**config.mk**
```make
export PLATFORM = sky130hd
export DESIGN_NAME = mem_stall_ctrl
export DESIGN_NICKNAME = d
export VERILOG_FILES = /design/src/rtl/mem_stall_ctrl.sv
export SDC_FILE = /design/constraint.sdc
export NUM_CORES = 1
export LEC_CHECK = 0
export ABC_AREA = 1
export CORE_AREA = 2 2 60 62
export DETAILED_ROUTE_END_ITERATION = 12
export DIE_AREA = 0 0 62 64
export GPL_TIMING_DRIVEN = 1
export PLACE_DENSITY = 0.64
export SYNTH_ARGS = -nofsm -noshare
export SYNTH_HDL_FRONTEND = slang
export SYNTH_SLANG_ARGS = --single-unit
```
**constraint.sdc**
```tcl
create_clock -name CLK -period 1.5 [get_ports CLK]
set_input_delay 0.225 -clock CLK [delete_from_list [all_inputs] [get_ports CLK]]
set_output_delay 0.225 -clock CLK [all_outputs]
set_load 0.005 [all_outputs]
```
**src/rtl/mem_stall_ctrl.sv**
```systemverilog
// Memory-stall and pipeline-enable controller: per-port request/done tracking with
// timeout abort, sticky error, and combinational freeze of masked stages and the PC.
module mem_stall_ctrl #(
   parameter int STAGES  = 4,
   parameter int PORTS   = 2,
   parameter int TIMEOUT = 16,
   parameter logic [PORTS*(STAGES+1)-1:0] HOLD_MASK = {PORTS*(STAGES+1){1'b1}}
) (
   input  logic                 CLK,
   input  logic                 RST,
   input  logic [STAGES-1:0]    enable_in,
   input  logic                 enable_pc_in,
   input  logic [PORTS-1:0]     req,
   input  logic [PORTS-1:0]     done,
   input  logic [PORTS-1:0]     err_clr,
   output logic [STAGES-1:0]    enable_out,
   output logic                 enable_pc_out,
   output logic [PORTS-1:0]     mem_strobe,
   output logic [PORTS-1:0]     busy,
   output logic [PORTS-1:0]     err,
   output logic                 step,
   output logic [2*PORTS-1:0]   dbg_state
);

   localparam int CW = $clog2(TIMEOUT) + 1;

   typedef enum logic [1:0] {
      S_IDLE = 2'd0,
      S_WAIT = 2'd1,
      S_HOLD = 2'd2
   } state_t;

   state_t          state_q [PORTS];
   state_t          state_d [PORTS];
   logic [CW-1:0]   cnt_q   [PORTS];
   logic [CW-1:0]   cnt_d   [PORTS];
   logic [PORTS-1:0] err_q, err_d;
   logic [PORTS-1:0] strobe_raw, busy_raw, pending;
   logic [STAGES:0]  stall;

   always_comb begin
      for (int p = 0; p < PORTS; p++) begin
         state_d[p]    = state_q[p];
         cnt_d[p]      = cnt_q[p];
         err_d[p]      = err_q[p] & ~err_clr[p];
         strobe_raw[p] = 1'b0;
         busy_raw[p]   = 1'b0;
         case (state_q[p])
            S_IDLE: begin
               if (req[p]) begin
                  strobe_raw[p] = 1'b1;
                  if (done[p]) begin
                     state_d[p] = S_HOLD;
                     cnt_d[p]   = '0;
                  end else begin
                     state_d[p] = S_WAIT;
                     cnt_d[p]   = CW'(1);
                  end
               end
            end
            S_WAIT: begin
               strobe_raw[p] = 1'b1;
               busy_raw[p]   = 1'b1;
               if (done[p]) begin
                  state_d[p] = S_HOLD;
                  cnt_d[p]   = '0;
               end else if (cnt_q[p] == CW'(TIMEOUT - 1)) begin
                  // Timeout abort: set beats a same-cycle clear.
                  state_d[p] = S_HOLD;
                  cnt_d[p]   = '0;
                  err_d[p]   = 1'b1;
               end else if (cnt_q[p] != {CW{1'b1}}) begin
                  cnt_d[p]   = cnt_q[p] + CW'(1);
               end
            end
            S_HOLD: begin
               state_d[p] = S_IDLE;
            end
            default: begin
               state_d[p] = S_IDLE;
               cnt_d[p]   = '0;
            end
         endcase
      end
   end

   always_ff @(posedge CLK) begin
      if (RST) begin
         for (int p = 0; p < PORTS; p++) begin
            state_q[p] <= S_IDLE;
            cnt_q[p]   <= '0;
         end
         err_q <= '0;
      end else begin
         for (int p = 0; p < PORTS; p++) begin
            state_q[p] <= state_d[p];
            cnt_q[p]   <= cnt_d[p];
         end
         err_q <= err_d;
      end
   end

   // While reset is held the strobe and stall terms are forced off.
   assign mem_strobe = RST ? '0 : strobe_raw;
   assign busy       = RST ? '0 : busy_raw;
   assign pending    = mem_strobe & ~done;
   assign err        = err_q;

   always_comb begin
      stall = '0;
      for (int p = 0; p < PORTS; p++) begin
         for (int s = 0; s <= STAGES; s++) begin
            stall[s] = stall[s] | (pending[p] & HOLD_MASK[p*(STAGES+1) + s]);
         end
      end
   end

   always_comb begin
      dbg_state = '0;
      for (int p = 0; p < PORTS; p++) begin
         dbg_state[2*p +: 2] = state_q[p];
      end
   end

   assign enable_out    = enable_in & ~stall[STAGES-1:0];
   assign enable_pc_out = enable_pc_in & ~stall[STAGES];
   assign step          = enable_pc_out;

endmodule

```
==> reports/qor.yml <==
status: "finished, violations left"
violations: "negative setup slack"
finalNonFillerCells: 245
grt_max_degree: 11
avgSynthCellArea_um2: 6.477
p_seq_share_pct: 47.5
p_int_mw: 0.6815
dieArea_mm2: 0.003968
ff_latch_area_um2: 324.1
ios: 29
core_area_mm2: 0.003284
die_w_um: 62
clock_sinks: 16
dp.cells: 236
first_pass_iters: 4
relSlewSlack_pct: 83.95
fillers: 346
cp.required_ns: 1.27
clockRootBuffer: "clkbuf_4"
max_freq_mhz: 607.2
switching_share_pct: 28.44
cpMaxStageDelayCell: "dfxtp_2"
ys_seq_area_share_pct: 33.64
track_usage_pct: 12.86
finalSetupTns_ns: -0.6769
finish.utilization_pct: 45.83
end_kind: "output port"
die_h_um: 64
ctsHoldBuffers: 0
grt.overflow.total: 0
critical_path.max_fanout: 5
crit_path_start_kind: "flop"
vias: 1057
final_hold_viol_count: 0
switchingPower_mw: 0.2709
clockBufferDepth: 2
power_frac_comb_pct: 28.8
final_nets: 216
drc: 0
vdd_drop_max_uv: 214.8
tightest_slew_ns: 0.2407
min_period_ns: 1.647
via_per_inst: 4.314
numPortBuffers: 28
syn_area_um2: 952.2
cellPowerDensity_mw_per_mm2: 632.7
setup-violations-final: 6
rows: 21
synth.net_count: 162
p_clk_share_pct: 23.7
cts_made_buffers: 3
hpwl_um: 1847
timing.final.max_slew_violations: 0
p_leak_nw: 0.7774
path_cells: "inv_2 > o21ai_1 > or2_4 > o22ai_4 > buf_6 > nor2_2 > buf_2"
critical_path_class: "flop to output port"
ys_ff_latch: 16
yosysWarningCount: 0
wl_per_cell_um: 9.882
drive_gt1_share_pct: 28.64
final.period_utilization_pct: 109.8
htree_levels: 1
holdWs_ns: 0.3751
syn2layout_area_growth_pct: 58.08
gp_congestion: 0.7698
arrival_ns: 1.42
clock_skew_ns: 0.001153
detail-route-antenna-nets: 0
syn_inst: 147
slowest_delay_ns: 0.33
clk_pin_slew_worst_paths_ns: 0.09
clk_latency_ns: 0.28
antenna_cells: 0
first_iter_violations: 16
ys_types: 22
rsz0062_at_grt: "true"
cts_tree: "done"
routed_wl_um: 2421
grt_pass1_vias: 954
finalPower_mw: 0.9524
start_util_pct: 28.99
grt_pass1_wl_um: 3870
cap_violations: 0
antenna_found_initial: 0
hold_class: "input pin to flop"
setup_slack_ns: -0.1469
multi_input_area_um2: 545.5
-- cell type report --
cell class | instances | area share [%]
clock buffer | 3 | 1.496
multi-input combinational | 99 | 36.24
timing repair buffer | 51 | 29.43
inverter | 30 | 7.481
sequential | 16 | 21.53
tap | 46 | 3.824
-- flip-flops by register name, indices dropped and copies added, names as in the netlist --
| signal | count |
|---|---|
| cnt_q | 10 |
| state_q | 4 |
| err | 2 |
-- cell usage after synthesis (all sizes together) --
cell type  count  area share (%)
nand2         38              16
nor3           1            0.53
a211oi         1            0.79
ha             2             2.6
inv           30              12
o22ai          1             1.3
nand4          7             4.6
a21oi         16             9.6
buf            1            0.79
o21ai          3             1.6
nor2          19              10
nand3          7             3.7
and2           1            0.66
dfxtp         16              34
or2            3             2.0
clkbuf         1            0.39
-- power by group through the flow --
stage	combinational [mW]	sequential, mW	clock, mW
2_1_floorplan	0.105	0.463	0
3_3_place_gp	0.252	0.460	0
3_5_place_dp	0.254	0.461	0
4_1_cts	0.269	0.452	0.241
5_1_grt	0.306	0.455	0.264
6_report	0.274	0.452	0.226
-- worst paths after layout --
path | start | cells past startpoint | slack (ns) | endpoint
max | state_q[0][1]$_SDFFE_PP0P_ | 7 | -0.15 | step
min | req[1] | 4 | 0.38 | state_q[0][2]$_SDFFE_PP0P_
max reg2reg | cnt_q[0][5]$_SDFFE_PP0P_ | 7 | 0.20 | cnt_q[0][8]$_SDFFE_PP0P_
min reg2reg | err[1]$_SDFF_PP0_ | 2 | 0.47 | err[1]$_SDFF_PP0_
-- what timing repair did --
action,CTS,global route
hold endpoints to repair,0,0
setup buffers,5,1
setup endpoints to repair,10,12
pin swaps,3,4
gates resized for setup,43,13
-- logic make-up after synthesis --
logic type / share of synthesized area (%)
buf+inv: 13.01
flops: 33.64
fa+ha+maj: 2.628
compound gates: 13.27
simple gates: 37.45
-- worst max-delay path, delay by kind of cell, from the launching register on --
kind | cells | cell delay (ns)
compound gates | 2 | 0.24
buf+inv | 3 | 0.30
flops | 1 | 0.33
simple gates | 2 | 0.27
-- metrics by stage --
stage,cell area (um2),setup slack (ns)
4_1_cts,1470,-0.2252
6_report,1505,-0.1469
2_1_floorplan,952.2,0.1575
3_5_place_dp,1406,-0.4712
3_3_place_gp,1406,-0.4469
5_1_grt,1505,-0.2294
-- cell usage in the layout, fill, tap and decap left out, drive strengths merged --
master         Yosys  final
nor2              19     19
nand4              7      7
a211oi             1      1
clkdlybuf4s50      0     12
nand3              7      7
dfxtp             16     16
dlymetal6s2s       0      4
dlygate4sd2        0      5
and2               1      1
o22ai              1      1
ha                 2      2
or2                3      3
nor3               1      1
a21oi             16     16
buf                1     29
o21ai              3      3
nand2             38     38
clkbuf             1      4
inv               30     30
-- metal layers --
metal / share of wire (%) / GRT usage (%) / vias up
met2: 48 / 22.01 / 34
met3: 7.1 / 1.822 / 2
met5: 0 / 0 / -
met4: 1.2 / 5.585 / 0
met1: 44 / 15.31 / 451
li1: - / - / 570
(Power assumes the default switching activity.)
